## config.mk

```make
export PLATFORM = sky130hd
export DESIGN_NAME = tile_flip_controller
export DESIGN_NICKNAME = d
export VERILOG_FILES = /design/src/rtl/tile_flip_controller.sv
export SDC_FILE = /design/constraint.sdc
export NUM_CORES = 1
export LEC_CHECK = 0
export CORE_MARGIN = 1
export CORE_UTILIZATION = 55
export DETAILED_ROUTE_END_ITERATION = 8
export PLACE_DENSITY_LB_ADDON = 0.3
export SLEW_MARGIN = 0
export SYNTH_ARGS = -nofsm -noshare
export SYNTH_HDL_FRONTEND = slang
export SYNTH_SLANG_ARGS = --single-unit
```

## constraint.sdc

```tcl
create_clock -name clk -period 3.58 [get_ports clk]
set_input_delay 0.716 -clock clk [delete_from_list [all_inputs] [get_ports clk]]
set_output_delay 0.716 -clock clk [all_outputs]
set_load 0.02 [all_outputs]
```

## src/rtl/tile_flip_controller.sv

```systemverilog
// ---------------------------------------------------------------------------
// tile_flip_controller
//
// Game-play engine for a 16-tile memory game. It latches the board on load,
// accepts two tile selections per move, compares the two symbols and then
// either marks the pair matched or holds it face-up for SHOW_CYCLES cycles
// before flipping it back.
//
// state       | meaning
// ------------+-----------------------------------------------------------
// IDLE        | no board loaded; only load leaves
// WAIT_FIRST  | waiting for first tile of a pair (sel_ready=1)
// WAIT_SECOND | waiting for second tile of a pair (sel_ready=1)
// COMPARE     | one cycle: compare symbols, pulse match/mismatch
// SHOW        | mismatched pair held face-up while the timer runs down
// WON         | all tiles matched; only load or reset leaves
//
// Ports:
//   clk            system clock, rising-edge active
//   reset          asynchronous reset, active low
//   tile_setup     48-bit board, tile i symbol = tile_setup[3*i+2:3*i]
//   load           strobe: latch board, start new game
//   sel_valid      player selection valid
//   sel_idx        selected tile index
//   sel_ready      controller can accept a selection
//   face_up        per-tile shown flags
//   matched        per-tile matched flags
//   move_count     completed pair attempts, saturating at 255
//   match_pulse    one-cycle strobe on a matched pair
//   mismatch_pulse one-cycle strobe on a mismatched pair
//   game_won       high while in WON
// ---------------------------------------------------------------------------
module tile_flip_controller #(
   parameter int SHOW_CYCLES = 50_000_000,
   parameter int TIMER_W     = 26
) (
   input  logic        clk,
   input  logic        reset,
   input  logic [47:0] tile_setup,
   input  logic        load,
   input  logic        sel_valid,
   input  logic [3:0]  sel_idx,
   output logic        sel_ready,
   output logic [15:0] face_up,
   output logic [15:0] matched,
   output logic [7:0]  move_count,
   output logic        match_pulse,
   output logic        mismatch_pulse,
   output logic        game_won
);

   typedef enum logic [2:0] {
      IDLE        = 3'd0,
      WAIT_FIRST  = 3'd1,
      WAIT_SECOND = 3'd2,
      COMPARE     = 3'd3,
      SHOW        = 3'd4,
      WON         = 3'd5
   } state_t;

   localparam logic [TIMER_W-1:0] SHOW_LAST = TIMER_W'(SHOW_CYCLES - 1);

   state_t               r_state;
   logic [47:0]          r_board;
   logic [15:0]          r_face_up;
   logic [15:0]          r_matched;
   logic [7:0]           r_move_count;
   logic [3:0]           r_first_idx;
   logic [3:0]           r_second_idx;
   logic [TIMER_W-1:0]   r_timer;

   state_t               w_state_nxt;
   logic [47:0]          w_board_nxt;
   logic [15:0]          w_face_up_nxt;
   logic [15:0]          w_matched_nxt;
   logic [7:0]           w_move_count_nxt;
   logic [3:0]           w_first_idx_nxt;
   logic [3:0]           w_second_idx_nxt;
   logic [TIMER_W-1:0]   w_timer_nxt;

   logic [2:0]           w_sym [16];
   logic                 w_pair_eq;
   logic                 w_sel_ready;
   logic                 w_accept;
   logic [15:0]          w_pair_mask;

   always_comb begin
      for (int i = 0; i < 16; i++) begin
         w_sym[i] = r_board[3*i +: 3];
      end
   end

   assign w_pair_eq   = (w_sym[r_first_idx] == w_sym[r_second_idx]);
   assign w_pair_mask = (16'h0001 << r_first_idx) | (16'h0001 << r_second_idx);
   assign w_sel_ready = (r_state == WAIT_FIRST) || (r_state == WAIT_SECOND);
   // Tiles already showing or already matched are silently ignored.
   assign w_accept    = sel_valid && w_sel_ready &&
                        !r_face_up[sel_idx] && !r_matched[sel_idx];

   always_ff @(posedge clk or negedge reset) begin
      if (!reset) begin
         r_state      <= IDLE;
         r_board      <= '0;
         r_face_up    <= '0;
         r_matched    <= '0;
         r_move_count <= '0;
         r_first_idx  <= '0;
         r_second_idx <= '0;
         r_timer      <= '0;
      end else begin
         r_state      <= w_state_nxt;
         r_board      <= w_board_nxt;
         r_face_up    <= w_face_up_nxt;
         r_matched    <= w_matched_nxt;
         r_move_count <= w_move_count_nxt;
         r_first_idx  <= w_first_idx_nxt;
         r_second_idx <= w_second_idx_nxt;
         r_timer      <= w_timer_nxt;
      end
   end

   always_comb begin
      w_state_nxt      = r_state;
      w_board_nxt      = r_board;
      w_face_up_nxt    = r_face_up;
      w_matched_nxt    = r_matched;
      w_move_count_nxt = r_move_count;
      w_first_idx_nxt  = r_first_idx;
      w_second_idx_nxt = r_second_idx;
      w_timer_nxt      = r_timer;

      if (load) begin
         // load wins over everything, including a same-cycle selection
         w_board_nxt      = tile_setup;
         w_face_up_nxt    = '0;
         w_matched_nxt    = '0;
         w_move_count_nxt = '0;
         w_timer_nxt      = '0;
         w_state_nxt      = WAIT_FIRST;
      end else begin
         case (r_state)
            WAIT_FIRST: begin
               if (w_accept) begin
                  w_face_up_nxt[sel_idx] = 1'b1;
                  w_first_idx_nxt        = sel_idx;
                  w_state_nxt            = WAIT_SECOND;
               end
            end
            WAIT_SECOND: begin
               if (w_accept) begin
                  w_face_up_nxt[sel_idx] = 1'b1;
                  w_second_idx_nxt       = sel_idx;
                  if (r_move_count != 8'hFF) begin
                     w_move_count_nxt = r_move_count + 8'd1;
                  end
                  w_state_nxt = COMPARE;
               end
            end
            COMPARE: begin
               if (w_pair_eq) begin
                  w_matched_nxt = r_matched | w_pair_mask;
                  w_state_nxt   = (w_matched_nxt == 16'hFFFF) ? WON : WAIT_FIRST;
               end else begin
                  w_timer_nxt = SHOW_LAST;
                  w_state_nxt = SHOW;
               end
            end
            SHOW: begin
               if (r_timer == '0) begin
                  w_face_up_nxt = r_face_up & ~w_pair_mask;
                  w_state_nxt   = WAIT_FIRST;
               end else begin
                  w_timer_nxt = r_timer - 1'b1;
               end
            end
            default: ;
         endcase
      end
   end

   assign sel_ready      = w_sel_ready;
   assign face_up        = r_face_up;
   assign matched        = r_matched;
   assign move_count     = r_move_count;
   assign match_pulse    = (r_state == COMPARE) &&  w_pair_eq;
   assign mismatch_pulse = (r_state == COMPARE) && !w_pair_eq;
   assign game_won       = (r_state == WON);

endmodule

```

==> load_flow_metrics.sql <==
INSERT INTO impl_metrics (metric_group, metric, value, unit) VALUES
('status', 'outcome', 'finished, final reports clean', ''),
('flow_run', 'max-cap-violations', '0', ''),
('place', 'place_congestion', '0.965', ''),
('synth', 'postSynthNetCount', '730', ''),
('final_layout', 'sequential_cell_area', '0.00313', 'mm²'),
('route', 'wl_met2', '9400', 'µm'),
('final_layout', 'fill_cells', '876', ''),
('cts', 'cts.clk_slew.worst_paths', '0.06', 'ns'),
('final_layout', 'antennaDiodeCount', '0', ''),
('synth', 'flip_flop_and_latch_count_after_synthesis', '125', ''),
('cts', 'cts_tree', 'built', ''),
('floorplan', 'die_width', '115', 'µm'),
('cts', 'cts-root-to-sink-buffers', '2', ''),
('critical_path', 'crit_type', 'reg -> out', ''),
('place', 'post-dp-hpwl', '13200', 'µm'),
('critical_path', 'worstPathBufferInverterCount', '3', ''),
('cts', 'cts.sink_count', '125', ''),
('cts', 'clock_tree.htree_level_count', '4', ''),
('cts', 'clock-root-buffer', 'sky130_fd_sc_hd__clkbuf_16', ''),
('power', 'report.power.total', '6660', 'µW'),
('critical_path', 'critical-path-top-delay-family', 'buffers and inverters', ''),
('sta', 'setup_slack', '0.160', 'ns'),
('sta', 'rsz_0062_raised_after_global_routing', 'false', ''),
('critical_path', 'worst_path_cell_chain', 'buf_12, mux4_2, a22oi_1, nand3_2, xor2_4, nor4_4, buf_4, clkbuf_2', ''),
('critical_path', 'cp.required', '2.86', 'ns'),
('sta', 'final-max-slew-violation-count', '0', ''),
('critical_path', 'cp_slowest_stage_delay', '0.51', 'ns'),
('final_layout', 'drive_above_1_share', '21.6', '%'),
('route', 'drc_errors', '0', ''),
('critical_path', 'endpoint_class_of_the_critical_path', 'primary output', ''),
('route', 'initial_detailed_routing_violation_count', '848', ''),
('floorplan', 'core', '0.0122', 'mm²'),
('route', 'total_number_of_vias', '6205', ''),
('synth', 'synth-seq-area-share', '44.5', '%'),
('worst_hold_path', 'class_of_the_tightest_hold_or_removal_check', 'in -> async', ''),
('global_routing', 'grt.total_usage', '31.0', '%'),
('critical_path', 'crit_path_start_kind', 'register', ''),
('route', 'drt-total-wl', '19100', 'µm'),
('power', 'leakage_power', '0.00358', 'µW'),
('final_layout', 'final_util', '72.8', '%'),
('place', 'dp_cells', '917', ''),
('route', 'detailedRoute.firstPassIterationCount', '7', ''),
('synth', 'async_reset_ff_share', '100', '%'),
('final_layout', 'multi_input_comb_area', '0.00370', 'mm²'),
('synth', 'synth_area_per_cell', '10.5', 'µm²'),
('synth', 'synth_ff_type', 'sky130_fd_sc_hd__dfrtp_1', ''),
('route', 'met1Wirelength', '7690', 'µm'),
('sta', 'worst_slew_margin_rel', '50.0', '%'),
('floorplan', 'die-area', '0.0132', 'mm²'),
('cts', 'cts_made_buffers', '17', ''),
('place', 'post-place-ws', '-0.0348', 'ns'),
('critical_path', 'regToRegStartpoint', 'r_timer[16]$_DFFE_PN0P_', ''),
('synth', 'yosys_warnings', '0', ''),
('route', 'viasPerCell', '6.52', ''),
('global_routing', 'grt_max_degree', '56', ''),
('synth', 'number_of_synthesized_flops_with_an_enable_pin', '0', ''),
('sta', 'tns', '0', 'ns'),
('critical_path', 'critPathSlowestCell', 'sky130_fd_sc_hd__mux4_2', ''),
('sta', 'maxClockFrequency', '292', 'MHz'),
('critical_path', 'crit_path_max_fanout', '17', ''),
('final_layout', 'fin_cells', '952', ''),
('sta', 'finalCritPeriodShare', '95.5', '%'),
('critical_path', 'timing.reg2reg.setup_slack', '0.65', 'ns'),
('cts', 'holdBufCountCts', '0', ''),
('floorplan', 'die_y', '115', 'µm'),
('floorplan', 'num_rows', '40', ''),
('power', 'vdd_ir_drop_max', '0.505', 'mV'),
('floorplan', 'floorplan.initialDensity', '57.6', '%'),
('sta', 'finalHoldViolCount', '0', ''),
('sta', 'post-route-min-period', '3.42', 'ns'),
('route', 'drtAntennaViolNets', '0', '');
==> registers in the layout, summed over array words and instances (netlist names) <==
signal and flops:
r_second_idx 4, r_board 48, matched 16, r_timer 26, r_state 3, move_count 8
r_first_idx 4, face_up 16
==> layout make-up <==
type                            count  area share, %
Clock buffer                       20           5.14
Clock inverter                     12           1.24
Inverter                           16          0.676
Multi-Input combinational cell    484           41.6
Sequential cell                   125           35.2
Tap cell                          168           2.36
Timing Repair Buffer              127           13.8
==> routing by layer <==
layer | vias up | global-route usage, %
met5 | - | 0
met4 | 0 | 11.7
met3 | 52 | 7.49
met2 | 377 | 50.2
met1 | 3033 | 40.6
li1 | 2743 | -
==> layout by cell type, fill, tap and decap left out, types with 26 or more instances in the layout <==
master	count
sky130_fd_sc_hd__buf_4	27
sky130_fd_sc_hd__mux2_2	56
sky130_fd_sc_hd__nor3_1	26
sky130_fd_sc_hd__dfrtp_1	122
sky130_fd_sc_hd__a21oi_1	53
sky130_fd_sc_hd__clkdlybuf4s50_1	95
sky130_fd_sc_hd__o22ai_1	27
sky130_fd_sc_hd__nand3_1	30
sky130_fd_sc_hd__nand2_1	26
sky130_fd_sc_hd__nor2_1	63
==> through the flow <==
step,cell area (µm²),hold WS (ns)
floorplan,7030,0.420
global placement,8240,0.448
detailed placement,8240,0.478
CTS,8840,0.387
global route,8890,0.425
finish,8890,0.376
==> worst reg2reg max path, delay by kind of cell, from the launching register on <==
family | cells | cell delay, ns
and+or+nand+nor | 5 | 1.92
AOI/OAI and AO/OA | 2 | 0.50
DFF | 1 | 0.41
==> synth_stat cells (5+ instances only) <==
cell / instances / area share, %
sky130_fd_sc_hd__a211oi_1: 6 / 0.64
sky130_fd_sc_hd__a21oi_1: 53 / 3.8
sky130_fd_sc_hd__and3_1: 6 / 0.53
sky130_fd_sc_hd__buf_2: 11 / 0.78
sky130_fd_sc_hd__buf_6: 5 / 0.80
sky130_fd_sc_hd__clkbuf_1: 29 / 1.5
sky130_fd_sc_hd__dfrtp_1: 125 / 45
sky130_fd_sc_hd__inv_1: 15 / 0.80
sky130_fd_sc_hd__mux2_2: 56 / 9.0
sky130_fd_sc_hd__mux4_2: 25 / 8.0
sky130_fd_sc_hd__nand2_1: 26 / 1.4
sky130_fd_sc_hd__nand2b_1: 12 / 1.1
sky130_fd_sc_hd__nand3_1: 32 / 2.3
sky130_fd_sc_hd__nand4_1: 8 / 0.71
sky130_fd_sc_hd__nor2_1: 63 / 3.4
sky130_fd_sc_hd__nor2b_1: 7 / 0.62
sky130_fd_sc_hd__nor3_1: 28 / 2.0
sky130_fd_sc_hd__o211ai_1: 5 / 0.53
sky130_fd_sc_hd__o21a_1: 8 / 0.85
sky130_fd_sc_hd__o21ai_0: 6 / 0.43
sky130_fd_sc_hd__o21ai_1: 5 / 0.36
sky130_fd_sc_hd__o22a_1: 13 / 1.6
sky130_fd_sc_hd__o22ai_1: 27 / 2.4
sky130_fd_sc_hd__o31a_1: 8 / 1.0
sky130_fd_sc_hd__o31ai_1: 8 / 0.85
sky130_fd_sc_hd__or2_2: 5 / 0.45
sky130_fd_sc_hd__or3_1: 7 / 0.62
sky130_fd_sc_hd__or4_1: 8 / 0.85
==> cells by family (layout without fill, tap and decap cells) <==
kind of cell	Yosys count	after routing	synth area share (%)
compound gates	165	165	15.7
xor+xnor	5	5	0.623
fa+ha+maj	3	3	0.534
flops	125	125	44.5
mux	85	85	17.6
buf+inv	62	175	4.04
simple gates	226	226	17.1
==> how the worst max path moves through the flow <==
stage,startpoint,endpoint,slack (ns),cells after the start
2_1_floorplan,r_second_idx[0]$_DFFE_PN0P_,match_pulse,0.64,8
3_3_place_gp,r_second_idx[0]$_DFFE_PN0P_,mismatch_pulse,0.07,8
3_5_place_dp,r_first_idx[1]$_DFFE_PN0P_,mismatch_pulse,-0.03,7
4_1_cts,r_second_idx[0]$_DFFE_PN0P_,mismatch_pulse,0.00006,8
5_1_grt,r_second_idx[0]$_DFFE_PN0P_,match_pulse,0.04,8
6_report,r_second_idx[0]$_DFFE_PN0P_,match_pulse,0.16,8
==> what timing repair did <==
item | 4_1_cts | 5_1_grt
setup endpoints to repair | 2 | 2
pin swaps | 3 | 3
gates resized for setup | 7 | 12
cloned | 0 | 0
setup buffers | 1 | 2
==> report_power, final <==
part / internal [µW] / leakage (µW) / total, µW / switching, µW
registers: 1630 / 0.00161 / 1940 / 307
clock network: 995 / 0.000270 / 1650 / 657
logic: 1330 / 0.00170 / 3070 / 1750
total: 3950 / 0.00358 / 6660 / 2710
Power figures use the tool's default switching activity.
